<file path="config.mk">
export PLATFORM = sky130hd
export DESIGN_NAME = onehot_index_encoder_flat
export DESIGN_NICKNAME = d
export VERILOG_FILES = /design/src/rtl/onehot_index_encoder_if.sv /design/src/rtl/onehot_index_encoder.sv /design/src/flat_wrapper.sv
export SDC_FILE = /design/constraint.sdc
export NUM_CORES = 1
export LEC_CHECK = 0
export CAP_MARGIN = 10
export CORE_MARGIN = 2
export CORE_UTILIZATION = 35
export CTS_CLUSTER_DIAMETER = 150
export CTS_CLUSTER_SIZE = 24
export DETAILED_ROUTE_END_ITERATION = 7
export GPL_TIMING_DRIVEN = 0
export SLEW_MARGIN = 20
export SYNTH_ARGS = -nofsm -noshare
export SYNTH_HDL_FRONTEND = slang
export SYNTH_SLANG_ARGS = --single-unit
</file>
<file path="constraint.sdc">
create_clock -name clk -period 9.7 [get_ports clk]
set_clock_uncertainty 0.15 [all_clocks]
set_input_delay 1.455 -clock clk [delete_from_list [all_inputs] [get_ports clk]]
set_output_delay 1.455 -clock clk [all_outputs]
set_load 0.05 [all_outputs]
</file>
<file path="src/rtl/onehot_index_encoder_if.sv">
// Mask-job / index-beat stream bundle for onehot_index_encoder; out_count exists only with ENC_POPCNT_EN.
interface onehot_index_encoder_if #(
  parameter int WIDTH = 32
);
  localparam int IDX_W = $clog2(WIDTH);

  logic             in_valid;
  logic             in_ready;
  logic [WIDTH-1:0] in_mask;
  logic             in_strict;
  logic             out_valid;
  logic             out_ready;
  logic [IDX_W-1:0] out_index;
  logic             out_last;
  logic             out_err;

`ifdef ENC_POPCNT_EN
  logic [IDX_W:0]   out_count;

  modport master (
    output in_valid, in_mask, in_strict, out_ready,
    input  in_ready, out_valid, out_index, out_last, out_err, out_count
  );
  modport slave (
    input  in_valid, in_mask, in_strict, out_ready,
    output in_ready, out_valid, out_index, out_last, out_err, out_count
  );
`else
  modport master (
    output in_valid, in_mask, in_strict, out_ready,
    input  in_ready, out_valid, out_index, out_last, out_err
  );
  modport slave (
    input  in_valid, in_mask, in_strict, out_ready,
    output in_ready, out_valid, out_index, out_last, out_err
  );
`endif
endinterface

</file>
<file path="src/rtl/onehot_index_encoder.sv">
// Mask -> bit-index stream (strict one-hot or ascending iterate); first beat one cycle after accept,
// outputs held while stalled, no new job until the last beat is taken. ENC_POPCNT_EN adds out_count.
module onehot_index_encoder #(
  parameter int WIDTH = 32
) (
  input logic                   clk,
  input logic                   rst_n,
  onehot_index_encoder_if.slave bus
);
  localparam int IDX_W = $clog2(WIDTH);
  localparam logic [IDX_W:0] POP_ONE = (IDX_W+1)'(1);

  typedef enum logic {IDLE, SCAN} state_t;

  state_t           state_q;
  logic [WIDTH-1:0] mask_q;
  logic             valid_q;
  logic             last_q;
  logic             err_q;
  logic [IDX_W-1:0] index_q;
`ifdef ENC_POPCNT_EN
  logic [IDX_W:0]   count_q;
`endif

  logic [WIDTH-1:0] mask_d;
  logic [IDX_W:0]   in_pop;
  logic [IDX_W:0]   rem_pop;
  logic [IDX_W-1:0] in_lsb;
  logic [IDX_W-1:0] rem_lsb;
  logic             beat_done;

  function automatic logic [IDX_W:0] popcnt(input logic [WIDTH-1:0] m);
    popcnt = '0;
    for (int i = 0; i < WIDTH; i++) begin
      popcnt = popcnt + (IDX_W+1)'(m[i]);
    end
  endfunction

  function automatic logic [IDX_W-1:0] lsb_idx(input logic [WIDTH-1:0] m);
    lsb_idx = '0;
    for (int i = WIDTH - 1; i >= 0; i--) begin
      if (m[i]) lsb_idx = IDX_W'(i);
    end
  endfunction

  // Next beat is precomputed from the mask with the current bit removed,
  // so every out_* stays a plain register.
  always_comb begin
    beat_done = valid_q && bus.out_ready;
    mask_d    = mask_q & ~(WIDTH'(1) << index_q);
    in_pop    = popcnt(bus.in_mask);
    in_lsb    = lsb_idx(bus.in_mask);
    rem_pop   = popcnt(mask_d);
    rem_lsb   = lsb_idx(mask_d);
  end

  always_ff @(posedge clk) begin
    if (!rst_n) begin
      state_q <= IDLE;
      mask_q  <= '0;
      valid_q <= 1'b0;
      last_q  <= 1'b0;
      err_q   <= 1'b0;
      index_q <= '0;
`ifdef ENC_POPCNT_EN
      count_q <= '0;
`endif
    end else begin
      unique case (state_q)
        IDLE: begin
          if (bus.in_valid) begin
            state_q <= SCAN;
            valid_q <= 1'b1;
`ifdef ENC_POPCNT_EN
            count_q <= in_pop;
`endif
            if (bus.in_strict) begin
              mask_q  <= '0;
              last_q  <= 1'b1;
              err_q   <= (in_pop != POP_ONE);
              index_q <= (in_pop == POP_ONE) ? in_lsb : '1;
            end else if (in_pop == '0) begin
              mask_q  <= '0;
              last_q  <= 1'b1;
              err_q   <= 1'b1;
              index_q <= '1;
            end else begin
              mask_q  <= bus.in_mask;
              last_q  <= (in_pop == POP_ONE);
              err_q   <= 1'b0;
              index_q <= in_lsb;
            end
          end
        end
        SCAN: begin
          if (beat_done) begin
            if (last_q) begin
              state_q <= IDLE;
              valid_q <= 1'b0;
              last_q  <= 1'b0;
              err_q   <= 1'b0;
              mask_q  <= '0;
            end else begin
              mask_q  <= mask_d;
              index_q <= rem_lsb;
              last_q  <= (rem_pop == POP_ONE);
            end
          end
        end
        default: state_q <= IDLE;
      endcase
    end
  end

  assign bus.in_ready  = (state_q == IDLE) && rst_n;
  assign bus.out_valid = valid_q;
  assign bus.out_index = index_q;
  assign bus.out_last  = last_q;
  assign bus.out_err   = err_q;
`ifdef ENC_POPCNT_EN
  assign bus.out_count = count_q;
`endif

endmodule

</file>
<file path="src/flat_wrapper.sv">
// flat-port wrapper written by rule: the top's interface ports become plain ports
module onehot_index_encoder_flat 
#(
  parameter int WIDTH = 32
)
  (clk, rst_n, bus_in_valid, bus_in_mask, bus_in_strict, bus_out_ready, bus_in_ready, bus_out_valid, bus_out_index, bus_out_last, bus_out_err);
  onehot_index_encoder_if #(.WIDTH(WIDTH)) bus_i ();
  input logic clk;
  input logic rst_n;
  input wire logic [$bits(bus_i.in_valid)-1:0] bus_in_valid;
  input wire logic [$bits(bus_i.in_mask)-1:0] bus_in_mask;
  input wire logic [$bits(bus_i.in_strict)-1:0] bus_in_strict;
  input wire logic [$bits(bus_i.out_ready)-1:0] bus_out_ready;
  output wire logic [$bits(bus_i.in_ready)-1:0] bus_in_ready;
  output wire logic [$bits(bus_i.out_valid)-1:0] bus_out_valid;
  output wire logic [$bits(bus_i.out_index)-1:0] bus_out_index;
  output wire logic [$bits(bus_i.out_last)-1:0] bus_out_last;
  output wire logic [$bits(bus_i.out_err)-1:0] bus_out_err;
  assign bus_i.in_valid = bus_in_valid;
  assign bus_i.in_mask = bus_in_mask;
  assign bus_i.in_strict = bus_in_strict;
  assign bus_i.out_ready = bus_out_ready;
  assign bus_in_ready = bus_i.in_ready;
  assign bus_out_valid = bus_i.out_valid;
  assign bus_out_index = bus_i.out_index;
  assign bus_out_last = bus_i.out_last;
  assign bus_out_err = bus_i.out_err;
  onehot_index_encoder #(.WIDTH(WIDTH)) u_core (.clk(clk), .rst_n(rst_n), .bus(bus_i));
endmodule
</file>
# [Yosys cells after proc, flatten, opt, wreduce, memory -nomap -nowiden]
# Cells that the tools add are included.
[op_classes] mux=95 n_div=0 shifts=1 eq_ne=7 mul=0 addsub=62 reduce_logical=6 bitwise_logic=3 n_lt_le_gt_ge=0
[ops] op="adder 6 x 1 -> 6 bit" count=60
[ops] op="two-way mux 5 bit" count=70
[ops] op="two-way mux 32 bit" count=5
[ops] op="case mux 32 bit (2 select lines)" count=1
[ops] op="AND 32 bit" count=1
[ops] op="inverter 32 bit" count=1
[ops] op="<< shifter 1 x 5 -> 32 bit (first input constant)" count=1
[ops] op="two-way mux 1 bit" count=14
[ops] op="equality test 6 x 1 -> 1 bit (second input constant)" count=2
[ops] op="case mux 5 bit (2 select lines)" count=1
[ops] op="inequality test 2 bit (second input constant)" count=4
[ops] op="case mux 1 bit (2 select lines)" count=4
[ops] op="logical NOT 6 bit" count=1
[ops] op="inequality test 6 x 1 -> 1 bit (second input constant)" count=1
[ops] op="AND reduction 3 bit" count=2
[ops] op="adder 1 x 1 -> 2 bit" count=2
[ops] op="logical AND 1 bit" count=2
[ops] op="AND reduction 2 bit" count=1
[ops] op="inverter 1 bit" count=1
[word_totals] ff_bits=41 ram_bits=0 out_inout_bits=9 memories=0 rom_bits=0 elab_cells=180 latchBits=0

# [Logic depth before layout (Yosys ltp)]
[logic_depth] word_depth=38 depth_mapped=21 ltp_nobuf=20

# [Worst setup path before layout]
# No wires, ideal clock.
[synth_path] path_kind="in2reg" startpoint="in bus_in_mask[0]" endpoint="reg u_core.index_q[1], in the netlist u_core.bus.out_index[1]" t_arrival_ns=6.950 setup_slack_ns=2.475 t_required_ns=9.425 cell_stages=19 path_cell_list="ha_1 -> inv_1 -> fa_1 -> inv_1 -> fa_1 -> fa_1 -> fa_1 -> fa_1 -> inv_1 -> fa_1 -> fa_1 -> inv_1 -> fa_1 -> or4_1 -> nor2_1 -> nand2_1 -> mux2i_1 -> o21ai_0 -> o41a_1"
[synth_between] elab_chain_cells=36
[synth_lines] item="start, declared" line="flat_wrapper.sv:11" source="input wire logic [$bits(bus_i.in_mask)-1:0] bus_in_mask;"
[synth_lines] item="adder 1 x 1 -> 2 bit" line="onehot_index_encoder.sv:35" source="popcnt = popcnt + (IDX_W+1)'(m[i]);"
[synth_lines] item="adder 6 x 1 -> 6 bit (30 in series)" line="onehot_index_encoder.sv:35"
[synth_lines] item="equality test 6 x 1 -> 1 bit / logical NOT 6 bit (equally long branches)" line="onehot_index_encoder.sv:81, onehot_index_encoder.sv:82"
[synth_lines] item="two-way mux 5 bit (on tied branches)" line="onehot_index_encoder.sv:81, onehot_index_encoder.sv:82"
[synth_lines] item="two-way mux 5 bit (*)" line="onehot_index_encoder.sv:77" source="if (bus.in_strict) begin"
[synth_lines] item="two-way mux 5 bit (*)" line="onehot_index_encoder.sv:71" source="if (bus.in_valid) begin"
[synth_lines] item="case mux 5 bit (2 select lines) (*)" line="onehot_index_encoder.sv:69" source="unique case (state_q)"
[synth_lines] item="end signal, assigned" line="onehot_index_encoder.sv:81" source="index_q <= (in_pop == POP_ONE) ? in_lsb : '1;"
[synth_lines] item="end signal, assigned" line="onehot_index_encoder.sv:91" source="index_q <= in_lsb;"
[synth_lines] item="end signal, assigned" line="onehot_index_encoder.sv:105" source="index_q <= rem_lsb;"
[synth_lines] item="end, declared" line="onehot_index_encoder.sv:20" source="logic [IDX_W-1:0] index_q;"
# Every way passes the cells marked *; elsewhere a longest branch is shown, timed or not. The select of a mux whose other input is x is not followed.
# A chain may end at the register's enable or synchronous reset.

# [Worst setup path after layout]
[layout_path] startpoint="in bus_in_mask[1]" endpoint="reg u_core.index_q[1], in the netlist u_core.bus.out_index[1]"
# The elaborated chain is that of the path after synthesis.

==> metrics.txt <==
# TYPE chip_impl_metric gauge
chip_impl_info{name="outcome",value="finished clean"} 1
chip_impl_metric{name="post_route_wl",unit="mm"} 14.2
chip_impl_metric{name="dieHeight",unit="um"} 117
chip_impl_metric{name="yosysWarnings",unit=""} 0
chip_impl_info{name="timing.critical_path.from_type",value="input port"} 1
chip_impl_metric{name="maxCapViolations",unit=""} 0
chip_impl_metric{name="core.rowCount",unit=""} 41
chip_impl_metric{name="power_per_cell_area",unit="nW/um^2"} 251
chip_impl_metric{name="vdd.ir_drop.worst",unit="mV"} 0.230
chip_impl_info{name="hold_path.class",value="reg -> reg"} 1
chip_impl_metric{name="clock_latency_late_sink",unit="ps"} 290
chip_impl_info{name="cts_tree",value="done"} 1
chip_impl_metric{name="final.setup.tns",unit="ps"} 0
chip_impl_metric{name="inserted_diodes",unit=""} 0
chip_impl_metric{name="placement.io_buffers",unit=""} 44
chip_impl_metric{name="sequentialPowerShare",unit="%"} 15.5
chip_impl_metric{name="groute.usage.overall",unit="%"} 22.8
chip_impl_metric{name="dp_slack",unit="ps"} 1290
chip_impl_metric{name="p_leak",unit="nW"} 2.47
chip_impl_metric{name="power.share.clock",unit="%"} 12.6
chip_impl_metric{name="whs",unit="ps"} 344
chip_impl_metric{name="via_per_inst",unit=""} 5.56
chip_impl_metric{name="placedCellCount",unit=""} 748
chip_impl_metric{name="power.share.switching",unit="%"} 48.8
chip_impl_metric{name="numClockSinks",unit=""} 41
chip_impl_metric{name="min_period",unit="ps"} 8140
chip_impl_metric{name="design_power_total",unit="mW"} 1.32
chip_impl_metric{name="tritoncts.num_buffers",unit=""} 5
chip_impl_metric{name="cts_h_tree_lvls",unit=""} 2
chip_impl_metric{name="cell_internal_pwr",unit="mW"} 0.676
chip_impl_metric{name="final_core_utilization",unit="%"} 42.0
chip_impl_metric{name="synth_edf_count",unit=""} 0
chip_impl_metric{name="syn-cell-area",unit="sq um"} 4470
chip_impl_metric{name="ys_async_sr_fraction",unit="%"} 0
chip_impl_metric{name="worst_ep_required_time",unit="ps"} 9730
chip_impl_metric{name="final_layout_size_suffix_gt1_share",unit="%"} 4.79
chip_impl_metric{name="worst_ep_arrival_time",unit="ps"} 8170
chip_impl_metric{name="ant_nets",unit=""} 0
chip_impl_metric{name="timing.final.max_slew_violations",unit=""} 0
chip_impl_metric{name="vias",unit=""} 4204
chip_impl_metric{name="drc",unit=""} 0
chip_impl_metric{name="flow.area_growth_from_synthesis",unit="%"} 17.8
chip_impl_info{name="critical_path.endpoint_type",value="register"} 1
chip_impl_metric{name="final_net_count",unit=""} 684
chip_impl_metric{name="grt_start_max_net_pins",unit=""} 13
chip_impl_metric{name="post-cts-setup-buffers",unit=""} 0
chip_impl_metric{name="grt_antenna_before_repair",unit=""} 0
chip_impl_info{name="rsz0062_at_grt",value="no"} 1
chip_impl_metric{name="syn-mean-instance-area",unit="sq um"} 8.39
chip_impl_metric{name="ys_seq_elements",unit=""} 41
chip_impl_metric{name="share_of_the_yosys_chip_area_belonging_to_registers",unit="%"} 18.4
chip_impl_metric{name="detailedRoute.firstIterationViolations",unit=""} 289
chip_impl_metric{name="power_frac_comb",unit="%"} 71.9
chip_impl_metric{name="global_route.overflow_total",unit=""} 0
chip_impl_metric{name="grt_first_pass_wirelength",unit="mm"} 23.8
chip_impl_metric{name="final_critical_path_setup_slack",unit="ps"} 1560
chip_impl_metric{name="final-hold-violation-count",unit=""} 0
chip_impl_info{name="clockRootBuffer",value="clkbuf_16"} 1
chip_impl_metric{name="post_layout_nonfiller_instances",unit=""} 756
chip_impl_metric{name="top_level_ports",unit=""} 46
chip_impl_metric{name="largest_buffer_count_on_any_clock_path",unit=""} 2
chip_impl_metric{name="max_fclk",unit="MHz"} 123
chip_impl_metric{name="die_x",unit="um"} 117
chip_impl_info{name="yosys_most_used_dff",value="dfxtp_1"} 1
chip_impl_metric{name="net-switching-power",unit="mW"} 0.645
chip_impl_metric{name="detailedPlacementHpwl",unit="mm"} 11.8
chip_impl_metric{name="setup_viol_count_final",unit=""} 0
chip_impl_metric{name="ctsHoldBuffers",unit=""} 0
chip_impl_metric{name="final_design_area_no_fill",unit="sq um"} 5260
chip_impl_metric{name="fp.coreArea",unit="sq um"} 12500
chip_impl_metric{name="post_dp_cell_area",unit="sq um"} 5120
chip_impl_metric{name="fin_crit_sh",unit="%"} 83.9
chip_impl_metric{name="slew-limit-headroom",unit="%"} 44.8
chip_impl_metric{name="grt_pass1_vias",unit=""} 4405
chip_impl_info{name="timing_worst_setup_path_type",value="in -> reg"} 1
chip_impl_metric{name="place.gp.congestion",unit=""} 0.950
chip_impl_metric{name="syn_inst",unit=""} 532
chip_impl_metric{name="worst-path-max-fanout",unit=""} 6
chip_impl_metric{name="fill_cells",unit=""} 1310
chip_impl_metric{name="tightest_slew",unit="ps"} 823
chip_impl_metric{name="detail_route.first_pass.iterations",unit=""} 5
chip_impl_metric{name="floorplan.initialDensity",unit="%"} 35.7
chip_impl_metric{name="synthDistinctLibCells",unit=""} 62
chip_impl_metric{name="clk_pin_slew_worst_paths",unit="ps"} 60
chip_impl_metric{name="syn-num-nets",unit=""} 633
chip_impl_metric{name="die-area",unit="sq um"} 13700
chip_impl_metric{name="wl_per_cell",unit="um"} 18.8
chip_impl_metric{name="ctsResizeCount",unit=""} 0
[worst paths after layout]
check | start | endpoint | slack (ps) | cells after the start
max reg2reg | u_core.bus.out_index[1] | u_core.bus.out_last | 2780 | 20
min reg2reg | u_core.mask_q[3] | u_core.mask_q[3] | 340 | 1
max | bus_in_mask[1] | u_core.bus.out_index[1] | 1560 | 20
min | u_core.mask_q[3] | u_core.mask_q[3] | 340 | 1
[power by group through the flow]
stage / clock, mW / sequential (mW) / combinational, mW
floorplan: 0 / 0.223 / 0.655
global placement: 0 / 0.208 / 0.909
detailed placement: 0 / 0.208 / 0.943
CTS: 0.168 / 0.205 / 0.957
global route: 0.176 / 0.208 / 1.12
finish: 0.166 / 0.205 / 0.949
[cells in the final DEF (no fill, tap or decap), types with 17 or more instances in the layout]
cell type        count
dfxtp_1             41
o21ai_1             17
inv_1               82
fa_1                47
o21ai_0             19
ha_1                17
nor2_1              27
clkbuf_1            18
clkdlybuf4s50_1     44
o211a_1             32
o211ai_1            26
nand2_1             53
[flip-flops by register name, indices dropped and copies added (netlist names)]
signal / cells
u_core.mask_q: 32
u_core.state_q: 1
u_core.bus.out_last: 1
u_core.bus.out_err: 1
u_core.bus.out_index: 5
u_core.bus.out_valid: 1
[critical path, stage by stage]
cell             delay (ps)
clkdlybuf4s50_1         550
ha_1                    350
inv_1                    50
fa_1                    470
inv_1                    50
fa_1                    460
fa_1                    510
fa_1                    430
fa_1                    540
inv_1                    60
fa_1                    450
fa_1                    410
inv_1                   100
fa_1                    380
or4_1                   510
nor2_1                  180
nand2_1                  90
mux2i_1                 370
o21ai_0                 290
o41a_1                  480
[cell families after synthesis]
kind of cell | share of synthesized area [%]
xor gates and xnor gates | 0.196
AOI/OAI and AO/OA | 29.7
buffers and inverters | 9.75
and+or+nand+nor | 15.9
DFF | 18.4
adders and majority gates | 25.8
muxes | 0.224
[layer usage]
metal	global-route usage [%]	routed length, um
met1	31.6	6510
met2	36.5	6470
met3	3.76	828
met4	7.37	433
met5	0	0
[cells in the mapped netlist, types with 4 or more instances]
| master | count | area (sq um) |
|---|---|---|
| a21oi_1 | 14 | 70.1 |
| a22oi_1 | 11 | 82.6 |
| a31oi_1 | 7 | 43.8 |
| clkbuf_1 | 17 | 63.8 |
| dfxtp_1 | 41 | 821 |
| fa_1 | 47 | 941 |
| ha_1 | 17 | 213 |
| inv_1 | 82 | 308 |
| nand2_1 | 53 | 199 |
| nand2b_1 | 12 | 75.1 |
| nand3_1 | 5 | 25.0 |
| nand3b_1 | 4 | 30.0 |
| nand4_1 | 6 | 37.5 |
| nor2_1 | 27 | 101 |
| nor2b_1 | 4 | 25.0 |
| nor3_1 | 9 | 45.0 |
| nor4_1 | 6 | 37.5 |
| o211a_1 | 32 | 320 |
| o211ai_1 | 26 | 195 |
| o21a_1 | 5 | 37.5 |
| o21ai_0 | 19 | 95.1 |
| o21ai_1 | 17 | 85.1 |
| o21ai_2 | 8 | 70.1 |
| o31a_1 | 4 | 35.0 |
[area by class of cell]
| class | instances | area (sq um) | area share, % |
|---|---|---|---|
| plain buffers | 25 | 120 | 2.28 |
| clock buffers | 6 | 129 | 2.45 |
| clock inverters | 2 | 10.0 | 0.190 |
| inverters | 84 | 315 | 5.99 |
| multi-input cells | 382 | 3210 | 61.0 |
| flip-flops and latches | 41 | 821 | 15.6 |
| well taps | 172 | 215 | 4.09 |
| repair buffers | 44 | 440 | 8.37 |
No activity file was read; power rests on OpenSTA's default activity.
